### config.mk
export PLATFORM = sky130hd
export DESIGN_NAME = led_pwm_gpio_flat
export DESIGN_NICKNAME = d
export VERILOG_FILES = /design/src/rtl/led_pwm_gpio_if.sv /design/src/rtl/led_pwm_gpio.sv /design/src/flat_wrapper.sv
export SDC_FILE = /design/constraint.sdc
export NUM_CORES = 1
export LEC_CHECK = 0
export ABC_AREA = 1
export BUFFER_PORTS_ARGS = -buffer_cell sky130_fd_sc_hd__buf_2
export CAP_MARGIN = 5
export CORE_MARGIN = 2
export CORE_UTILIZATION = 59
export DETAILED_ROUTE_END_ITERATION = 8
export HOLD_SLACK_MARGIN = 0.06
export MAX_ROUTING_LAYER = met4
export PLACE_DENSITY = 0.88
export SKIP_CTS_REPAIR_TIMING = 1
export SLEW_MARGIN = 20
export SYNTH_ARGS = -nofsm -noshare
export SYNTH_HDL_FRONTEND = slang
export SYNTH_SLANG_ARGS = --single-unit
### constraint.sdc
create_clock -name clk -period 2.03 [get_ports clk]
set_clock_uncertainty 0.05 [all_clocks]
set_input_delay 0.406 -clock clk [delete_from_list [all_inputs] [get_ports clk]]
set_output_delay 0.406 -clock clk [all_outputs]
set_load 0.03 [all_outputs]
### src/rtl/led_pwm_gpio_if.sv
// picorv32 native memory bus, as seen by the LED peripheral.
interface led_pwm_gpio_if;
  logic        mem_valid;
  logic [31:0] mem_addr;
  logic [31:0] mem_wdata;
  logic [3:0]  mem_wstrb;
  logic        mem_ready;
  logic [31:0] mem_rdata;

  modport master (output mem_valid, mem_addr, mem_wdata, mem_wstrb,
                  input  mem_ready, mem_rdata);
  modport slave  (input  mem_valid, mem_addr, mem_wdata, mem_wstrb,
                  output mem_ready, mem_rdata);
endinterface

### src/rtl/led_pwm_gpio.sv
// LED peripheral: per-LED direct on/off or 8-bit PWM brightness, with
// duty values double-buffered so a new duty only takes effect at a period
// boundary.

// One LED channel: shadow duty, comparator and the registered LED drive.
module led_pwm_ch (
  input  logic       clk,
  input  logic       resetn,
  input  logic       i_load,   // counter wraps to 0 at this edge
  input  logic [7:0] i_cnt,
  input  logic [7:0] i_duty,
  input  logic       i_mode,
  input  logic       i_out,
  output logic       o_led
);
  logic [7:0] r_shadow;
  logic       w_pwm;

  assign w_pwm = (i_cnt < r_shadow);

  // Shadow duty captures the live duty only at the period boundary.
  always_ff @(posedge clk) begin
    if (!resetn)     r_shadow <= 8'h00;
    else if (i_load) r_shadow <= i_duty;
  end

  // LED drive selects PWM or direct source, one register stage late.
  always_ff @(posedge clk) begin
    if (!resetn) o_led <= 1'b0;
    else         o_led <= i_mode ? w_pwm : i_out;
  end
endmodule

module led_pwm_gpio #(
  parameter logic [31:0] BASE_ADDR = 32'h0200_0000,
  parameter int unsigned PRESCALE  = 16,
  parameter int unsigned NLED      = 8
) (
  input  logic             clk,
  input  logic             resetn,
  led_pwm_gpio_if.slave    bus,
  output logic [NLED-1:0]  led
);
  logic                      r_ready;
  logic [31:0]               r_rdata;
  logic [7:0]                r_out;
  logic [7:0]                r_mode;
  logic [NLED-1:0][7:0]      r_duty;
  logic [15:0]               r_pre;
  logic [7:0]                r_cnt;

  logic       w_sel;
  logic       w_we;
  logic [7:0] w_off;
  logic [7:0] w_doff;
  logic [2:0] w_didx;
  logic       w_is_duty;
  logic [7:0] w_rd;
  logic       w_tick;
  logic       w_wrap;
  logic       w_unused;

  assign w_sel     = bus.mem_valid && (bus.mem_addr[31:8] == BASE_ADDR[31:8]) && !r_ready;
  // wstrb[0]=0 covers both reads and writes that miss the low byte.
  assign w_we      = w_sel && bus.mem_wstrb[0];
  assign w_off     = bus.mem_addr[7:0];
  assign w_doff    = w_off - 8'h10;
  assign w_didx    = w_doff[4:2];
  assign w_is_duty = (w_off >= 8'h10) && (w_off <= 8'h2C) && (w_off[1:0] == 2'b00);
  assign w_tick    = (r_pre == 16'(PRESCALE - 1));
  assign w_wrap    = w_tick && (r_cnt == 8'hFF);
  assign w_unused  = ^{bus.mem_wdata[31:8], bus.mem_wstrb[3:1]};

  assign bus.mem_ready = r_ready;
  assign bus.mem_rdata = r_rdata;

  // Read mux: decoded register byte, zero for unmapped offsets.
  always_comb begin
    w_rd = 8'h00;
    if      (w_off == 8'h00) w_rd = r_out;
    else if (w_off == 8'h04) w_rd = r_mode;
    else if (w_off == 8'h08) w_rd = r_cnt;
    else if (w_is_duty)      w_rd = r_duty[w_didx];
  end

  // One-cycle ack; read data only changes on an ack.
  always_ff @(posedge clk) begin
    if (!resetn) begin
      r_ready <= 1'b0;
      r_rdata <= 32'h0;
    end else begin
      r_ready <= w_sel;
      if (w_sel) r_rdata <= {24'h0, w_rd};
    end
  end

  // Register writes land on the same edge that raises mem_ready.
  always_ff @(posedge clk) begin
    if (!resetn) begin
      r_out  <= 8'h00;
      r_mode <= 8'h00;
      r_duty <= '0;
    end else if (w_we) begin
      if      (w_off == 8'h00) r_out  <= bus.mem_wdata[7:0];
      else if (w_off == 8'h04) r_mode <= bus.mem_wdata[7:0];
      else if (w_is_duty)      r_duty[w_didx] <= bus.mem_wdata[7:0];
    end
  end

  // Prescaler and 8-bit PWM counter.
  always_ff @(posedge clk) begin
    if (!resetn) begin
      r_pre <= 16'h0;
      r_cnt <= 8'h00;
    end else if (w_tick) begin
      r_pre <= 16'h0;
      r_cnt <= r_cnt + 8'h01;
    end else begin
      r_pre <= r_pre + 16'h1;
    end
  end

  genvar gi;
  generate
    for (gi = 0; gi < NLED; gi++) begin : g_ch
      led_pwm_ch u_ch (
        .clk    (clk),
        .resetn (resetn),
        .i_load (w_wrap),
        .i_cnt  (r_cnt),
        .i_duty (r_duty[gi]),
        .i_mode (r_mode[gi]),
        .i_out  (r_out[gi]),
        .o_led  (led[gi])
      );
    end
  endgenerate
endmodule
### src/flat_wrapper.sv
// flat-port wrapper written by rule: the top's interface ports become plain ports
module led_pwm_gpio_flat 
#(
  parameter logic [31:0] BASE_ADDR = 32'h0200_0000,
  parameter int unsigned PRESCALE  = 16,
  parameter int unsigned NLED      = 8
)
  (clk, resetn, led, bus_mem_valid, bus_mem_addr, bus_mem_wdata, bus_mem_wstrb, bus_mem_ready, bus_mem_rdata);
  led_pwm_gpio_if bus_i ();
  input  logic clk;
  input  logic resetn;
  output logic [NLED-1:0] led;
  input wire logic [$bits(bus_i.mem_valid)-1:0] bus_mem_valid;
  input wire logic [$bits(bus_i.mem_addr)-1:0] bus_mem_addr;
  input wire logic [$bits(bus_i.mem_wdata)-1:0] bus_mem_wdata;
  input wire logic [$bits(bus_i.mem_wstrb)-1:0] bus_mem_wstrb;
  output wire logic [$bits(bus_i.mem_ready)-1:0] bus_mem_ready;
  output wire logic [$bits(bus_i.mem_rdata)-1:0] bus_mem_rdata;
  assign bus_i.mem_valid = bus_mem_valid;
  assign bus_i.mem_addr = bus_mem_addr;
  assign bus_i.mem_wdata = bus_mem_wdata;
  assign bus_i.mem_wstrb = bus_mem_wstrb;
  assign bus_mem_ready = bus_i.mem_ready;
  assign bus_mem_rdata = bus_i.mem_rdata;
  led_pwm_gpio #(.BASE_ADDR(BASE_ADDR), .PRESCALE(PRESCALE), .NLED(NLED)) u_core (.clk(clk), .resetn(resetn), .bus(bus_i), .led(led));
endmodule
==> results_dict.tcl, run 1 <==
set metrics [dict create \
    status "completed" \
    final_antenna_net_count 0 \
    yosysUniqueCellTypes 41 \
    drive_above_1_share_pct 12.2 \
    fmax_ghz 0.516 \
    final_util_pct 66.6 \
    dpl.cell_count 1734 \
    final_cell_mix "nand2_1 (341), dfxtp_1 (184), inv_1 (182), nor2_1 (182), a21oi_1 (138)" \
    cts_buffer_depth 2 \
    io_buffers 60 \
    critical_path_arrival_ps 2260 \
    cp_cell_sequence "buf_4 > nand4_1 > nor2_4 > buf_12 > nand3_1 > a21oi_1" \
    remaining_drc_errors 0 \
    leakage_uw 0.00469 \
    tns_ps 0 \
    grt_pass1_vias 9107 \
    core_um2 17100 \
    hp-class "input pin to register" \
    numCtsBuffers 17 \
    netlist_instances 1486 \
    syn_avg_cell_area_um2 6.87 \
    grt_pass1_wl_mm 44.1 \
    grt_usage_pct 31.4 \
    routed_wl_mm 28.8 \
    rsz0062_at_grt "yes" \
    holdWs_ps 331 \
    syn2layout_area_growth_pct 11.7 \
    place.gp.congestion 1.02 \
    start_util_pct 59.6 \
    antenna_found_initial 0 \
    clk_latency_ps 450 \
    async_reset_ff_share_pct 0 \
    slew_headroom_pct 65.6 \
    hold_viol 0 \
    cts_tree "done" \
    setup_viol_count_final 0 \
    crit_family "flip-flops" \
    ir_worst_vdd_v 0.000603 \
    synthFlopType "dfxtp_1" \
    final_common_cell "nand2_1" \
    yosysSeqAreaShare_pct 36.3 \
    slowest_delay_ps 530 \
    htree_levels 4 \
    tightestPinTransition_ps 515 \
    n_antenna_cell 0 \
    synth_seq_cells 185 \
    die_w_um 136 \
    fp-row-count 48 \
    vias_per_cell 5.64 \
    syn-cell-area_um2 10200 \
    p_per_area_nw_per_um2 662 \
    synth_warnings 0 \
    critPathKind "register to register" \
    critPathRequiredTime_ps 2350 \
    cap_violations 0 \
    fin_cells 1773 \
    dpl.hpwl_mm 18.7 \
    slew_viol_final 0 \
    total_power_uw 7550 \
    die_h_um 136 \
    boundaryPins 112 \
    cts_sinks 185 \
    drtIter0Drc 1429 \
    worstSetupEndpointType "register" \
    startpoint_type "register" \
    dieArea_um2 18400 \
    post-route-period-util_pct 95.5 \
    grt_max_degree 83 \
    vias 10001 \
    overflow 0 \
    fin_crit_ps 1940 \
    crit_fanout 64 \
    dr.pass1.iters 6 \
    root_buffer "clkbuf_16" \
    path_buf_inv 2 \
    slowest_stage "dfxtp_1" \
    synth_edf_count 0 \
    finalNetCount 1664 \
    wire_per_inst_um 16.2 \
    clk_pin_slew_ps 70 \
]
power breakdown:
part / internal (µW) / switching [µW] / total, µW
Sequential: 3630 / 3.11 / 3640
Combinational: 134 / 375 / 509
Clock: 1900 / 1510 / 3400
flip-flops by register name, indices dropped and copies added, names as in the netlist:
name                       cells
u_core.r_out                   8
u_core.r_mode                  8
u_core.bus.mem_ready           1
u_core.r_duty                 64
u_core.r_cnt                   8
u_core.g_ch.u_ch.o_led         8
u_core.g_ch.u_ch.r_shadow     64
u_core.bus.mem_rdata           8
u_core.r_pre                  16
metal layers:
layer / vias up / part of all wire, % / GRT usage, % / routed length, µm
li1: 4797 / - / - / -
met1: 4559 / 39 / 38.1 / 11200
met2: 513 / 47 / 50.8 / 13500
met3: 132 / 9.1 / 5.16 / 2630
met4: 0 / 5.2 / 15.5 / 1500
met5: - / 0 / - / 0
cell type report:
class / instances / area, µm²
Tap cell: 225 / 282
Multi-Input combinational cell: 1029 / 5260
Fill cell: 1379 / 5720
Clock buffer: 20 / 457
Sequential cell: 185 / 3700
Timing Repair Buffer: 103 / 801
Inverter: 199 / 759
Clock inverter: 12 / 141
Yosys cell counts (all sizes together), types with 5 or more instances:
| master | count | share of area, % |
|---|---|---|
| a211oi | 8 | 0.59 |
| a21oi | 141 | 7.0 |
| buf | 77 | 5.1 |
| clkbuf | 19 | 0.70 |
| clkinv | 9 | 0.40 |
| dfxtp | 185 | 36 |
| ha | 58 | 7.1 |
| inv | 190 | 7.0 |
| nand2 | 350 | 13 |
| nand3 | 103 | 5.1 |
| nand4 | 56 | 3.9 |
| nor2 | 196 | 8.0 |
| nor3 | 9 | 0.54 |
| o21ai | 62 | 3.0 |
| or2 | 6 | 0.37 |
| xnor2 | 5 | 0.43 |
logic make-up after synthesis:
group / after synthesis / synth area share, %
buf+inv: 295 / 13.2
xor+xnor: 8 / 0.686
fa+ha+maj: 58 / 7.11
compound gates: 215 / 11.0
simple gates: 724 / 31.7
other cells: 1 / 0.0367
flops: 185 / 36.3
worst reg2reg max path, stage by stage, from the launching register on:
cell and delay (ps):
dfxtp_1 530, buf_4 240, nand4_1 150, nor2_4 200, buf_12 290, nand3_1 210, a21oi_1 200
worst paths after layout:
kind                         from                              end  slack (ps)  cells after the start
setup / recovery  u_core.r_cnt[7]  u_core.g_ch[3].u_ch.r_shadow[4]          90                      6
hold / removal             resetn                  u_core.r_pre[0]         330                      3
setup reg to reg  u_core.r_cnt[7]  u_core.g_ch[3].u_ch.r_shadow[4]          90                      6
hold reg to reg   u_core.r_pre[0]                  u_core.r_pre[0]         360                      1
stage by stage:
stage	cell area, µm²	setup slack (ps)
after global placement	10700	74.7
final	11400	91.7
after global routing	11400	-10.7
after CTS	11300	83.8
after floorplan	10300	308
after detailed placement	10700	-62.4
Power figures use the tool's default switching activity.
==> run 2, diff against run 1 <==
Settings changed: CELL_PAD_IN_SITES_DETAIL_PLACEMENT set to 1, CELL_PAD_IN_SITES_GLOBAL_PLACEMENT set to 1, CORE_UTILIZATION 59 to 43, PLACE_DENSITY 0.88 to 0.89.
==> results_dict.tcl, run 2 (synthesis results as in run 1) <==
set metrics [dict create \
    crit_fanout 24 \
    r2r_cells 11 \
    numCtsBuffers 17 \
    startpoint_type "register" \
    holdWs_ps 362 \
    drive_above_1_share_pct 12.3 \
    clk_pin_slew_ps 80 \
    status "completed" \
    critical_path_arrival_ps 2270 \
    cap_violations 0 \
    dpl.cell_count 1832 \
    overflow 0 \
    holdPathStages 3 \
    drtIter0Drc 905 \
    remaining_drc_errors 0 \
    p_per_area_nw_per_um2 645 \
    vias 10248 \
    grt_usage_pct 28.3 \
    cts_tree "done" \
    die_w_um 158 \
    post-route-period-util_pct 96.2 \
    syn2layout_area_growth_pct 12.9 \
    critPathRequiredTime_ps 2350 \
    core_um2 23400 \
    postLayoutSetupSlackWorst_ps 76.8 \
    die_h_um 158 \
    fin_cells 1868 \
    io_buffers 60 \
    clk_latency_ps 440 \
    final_util_pct 49.2 \
    place.gp.congestion 0.891 \
    reg.largest.list "u_core.g_ch.u_ch.r_shadow (64), u_core.r_duty (64), u_core.r_pre (16)" \
    dr.pass1.iters 6 \
    dpl.hpwl_mm 22.9 \
    grt_max_degree 66 \
    fin_crit_ps 1950 \
    vias_per_cell 5.49 \
    fp-row-count 56 \
    dieArea_um2 25000 \
    slew_viol_final 0 \
    slew_headroom_pct 55.8 \
    grt_pass1_vias 10361 \
    fmax_ghz 0.512 \
    dpl_worst_slack_ps -98.4 \
    ir_worst_vdd_v 0.000495 \
    grt_pass1_wl_mm 53.3 \
    antenna_found_initial 1 \
    cts_sinks 185 \
    htree_levels 4 \
    finalNetCount 1664 \
    final_cell_mix "nand2_1 (340), dfxtp_1 (184), inv_1 (182), nor2_1 (182), a21oi_1 (138)" \
    root_buffer "clkbuf_16" \
    setup_viol_count_final 0 \
    final_common_cell "nand2_1" \
    wire_per_inst_um 19.5 \
    hold_viol 0 \
    routed_wl_mm 36.4 \
    final_antenna_net_count 0 \
    worstSetupEndpointType "register" \
    cts_buffer_depth 2 \
    tightestPinTransition_ps 664 \
    start_util_pct 43.6 \
    fill_cells 3097 \
    leakage_uw 0.00468 \
    hp-class "input pin to register" \
    boundaryPins 112 \
    critPathKind "register to register" \
]
[run 2: changes by cell type in the layout (fill, tap and decap cells not counted)]
cell / previous run / this run
buf_4: 30 / 26
buf_12: 10 / 12
buf_6: 0 / 2
bufinv_16: 2 / 0
clkbuf_8: 2 / 3
clkinv_2: 7 / 8
clkinv_4: 5 / 6
clkinvlp_4: 2 / 1
diode_2: 0 / 1
nand2_1: 341 / 340
nand2_2: 2 / 3
nor4_2: 1 / 0
nor4_4: 1 / 2
[run 2: area by class of cell]
cell class | count | area, µm² | area share, %
Multi-Input combinational cell | 1029 | 5270 | 45.7
Sequential cell | 185 | 3700 | 32.1
Timing Repair Buffer | 103 | 833 | 7.23
Inverter | 199 | 759 | 6.59
Clock buffer | 21 | 470 | 4.08
Tap cell | 319 | 399 | 3.46
Clock inverter | 11 | 87.6 | 0.760
Antenna cell | 1 | 2.50 | 0.0217
[run 2: where the power goes]
group          total (µW)  switching (µW)  internal, µW
Combinational         547             406           141
Clock                3250            1560          1690
Sequential           3630            3.31          3630
Total                7430            1970          5460
[run 2: path summary, 6_finish.rpt]
path / slack, ps / to / startpoint
max: 80 / u_core.g_ch[0].u_ch.r_shadow[2] / u_core.r_pre[0]
min reg2reg: 380 / u_core.r_pre[0] / u_core.r_pre[0]
max reg2reg: 80 / u_core.g_ch[0].u_ch.r_shadow[2] / u_core.r_pre[0]
min: 360 / u_core.r_out[6] / bus_mem_wdata[6]
[run 2: worst max-delay path, cell delays in order (launching register included)]
cell	delay, ps
dfxtp_2	340
ha_1	210
nand2_1	120
inv_2	50
nand2_1	140
nor4_4	50
nand2_2	130
clkinv_4	150
nand2_4	150
buf_12	210
nand2_1	100
a21oi_1	170
[run 2: per-stage QoR]
step	TNS [ps]	power (µW)	instance area, µm²
after global placement	0	4220	10900
final	0	7430	11500
after floorplan	0	4080	10300
after global routing	-57.3	7620	11500
after CTS	0	7420	11400
after detailed placement	-644	4240	10900
[run 2: routing by layer]
metal  vias to the layer above  wire [µm]  global-route usage (%)
met2                       388      18000                    48.3
met3                       121       2300                    4.43
li1                       4799          -                       -
met1                      4940      14400                    32.1
met5                         -          0                       -
met4                         0       1640                    14.4
==> run 3, diff against run 2 <==
Settings changed: SETUP_SLACK_MARGIN set to 0.3.
==> results_dict.tcl, run 3 (synthesis results as in run 1) <==
set metrics [dict create \
    root_buffer "clkbuf_16" \
    post-route-period-util_pct 102 \
    final_cell_mix "nand2_1 (284), inv_1 (180), dfxtp_1 (178)" \
    drtIter0Drc 1554 \
    wire_per_inst_um 27.3 \
    grt_usage_pct 28.3 \
    finalNetCount 1706 \
    slew_viol_final 0 \
    dr.pass1.iters 7 \
    crit_fanout 2 \
    holdWs_ps 346 \
    startpoint "u_core.g_ch[7].u_ch.r_shadow[6]" \
    grt_pass1_vias 10361 \
    cap_violations 0 \
    cts_sinks 185 \
    antenna_found_initial 5 \
    slew_headroom_pct 51.9 \
    start_util_pct 43.6 \
    met2_wirelength_mm 23.9 \
    routed_wl_mm 52.2 \
    highest_layer "met4" \
    hp-start "bus_mem_wdata[5]" \
    rsz0062_at_grt "yes" \
    overflow 0 \
    r2r_start "u_core.g_ch[7].u_ch.r_shadow[6]" \
    leakage_uw 0.00512 \
    cts_tree "done" \
    worstSetupEndpointType "register" \
    final_common_cell "nand2_1" \
    dieArea_um2 25000 \
    final_antenna_net_count 0 \
    core_um2 23400 \
    postLayoutSetupSlackWorst_ps -30.5 \
    fin_crit_ps 2060 \
    vias_per_cell 6.30 \
    htree_levels 4 \
    critPathRequiredTime_ps 2380 \
    met3_wirelength_mm 5.41 \
    clk_pin_slew_ps 80 \
    vias 12057 \
    critPathKind "register to register" \
    boundaryPins 112 \
    p_per_area_nw_per_um2 605 \
    setup_viol_count_final 1 \
    syn2layout_area_growth_pct 24.5 \
    reg.largest.list "u_core.g_ch.u_ch.r_shadow (64), u_core.r_duty (64), u_core.r_pre (16)" \
    io_buffers 60 \
    failed_checks "setup timing" \
    fmax_ghz 0.485 \
    met1_length_mm 17.9 \
    hp-class "input pin to register" \
    cts_buffer_depth 2 \
    fin_cells 1914 \
    place.gp.congestion 0.891 \
    die_w_um 158 \
    drive_above_1_share_pct 22.5 \
    fp-row-count 56 \
    critical_path_arrival_ps 2410 \
    numCtsBuffers 17 \
    clk_latency_ps 490 \
    grt_max_degree 66 \
    remaining_drc_errors 0 \
    grt_pass1_wl_mm 53.3 \
    hold_viol 0 \
    dpl.cell_count 1832 \
    dpl.hpwl_mm 22.9 \
    status "complete, but fails checks" \
    tightestPinTransition_ps 721 \
    startpoint_type "register" \
    ir_worst_vdd_v 0.000584 \
    die_h_um 158 \
]
## run 3: cell types whose count changed in the layout (fill, tap and decap cells not counted), moves of 11 or more
| cell | delta |
|---|---|
| nand2_1 | -56 |
| a21oi_1 | -34 |
| a21oi_2 | +33 |
| nand2_2 | +31 |
| nand2_4 | +23 |
| buf_4 | +16 |
| o21ai_0 | -12 |
| nor2_1 | -11 |
## run 3: critical path, cell delays in order (launching register included)
cell      delay (ps)
dfxtp_1          410
inv_1            120
ha_1             500
nand2_1          190
nor2_1            80
a211oi_2         230
nand3_2          140
a21oi_2          250
## run 3: area by class of cell
| type | count | area [µm²] |
|---|---|---|
| sequential | 185 | 3720 |
| timing repair inverter | 1 | 8.76 |
| timing repair buffer | 142 | 1360 |
| multi-input combinational | 1031 | 5860 |
| tap | 319 | 399 |
| clock inverter | 11 | 87.6 |
| clock buffer | 21 | 470 |
| antenna | 5 | 12.5 |
| fill | 2946 | 10700 |
| inverter | 199 | 786 |
## run 3: per-stage QoR
step	TNS (ps)	power (µW)	utilization (%)	instance area [µm²]	worst slack, ps
2_1_floorplan	0	4080	-	10300	308
3_3_place_gp	0	4220	46.4	10900	64.4
3_5_place_dp	-644	4240	46.4	10900	-98.4
4_1_cts	0	7420	48.8	11400	48.1
5_1_grt	-153	7820	54.3	12700	-73.3
6_report	-30.5	7690	54.3	12700	-30.5
## run 3: worst paths after layout
check	endpoint	slack [ps]	cells after the start
worst min-delay path	u_core.r_out[5]	350	3
worst min register to register	u_core.g_ch[1].u_ch.r_shadow[1]	420	2
worst max-delay path	u_core.g_ch[7].u_ch.o_led	-30	7
worst max register to register	u_core.g_ch[7].u_ch.o_led	-30	7
## run 3: layer usage
metal	global-route usage [%]	vias up
li1	-	4901
met1	32.1	5779
met2	48.3	938
met3	4.43	439
met4	14.4	0
met5	-	-
## run 3: report_power, final
part	internal (µW)	switching, µW	leakage [µW]
sequential	3630	6.53	0.00149
clock	1680	1740	0.000274
combinational	153	478	0.00336
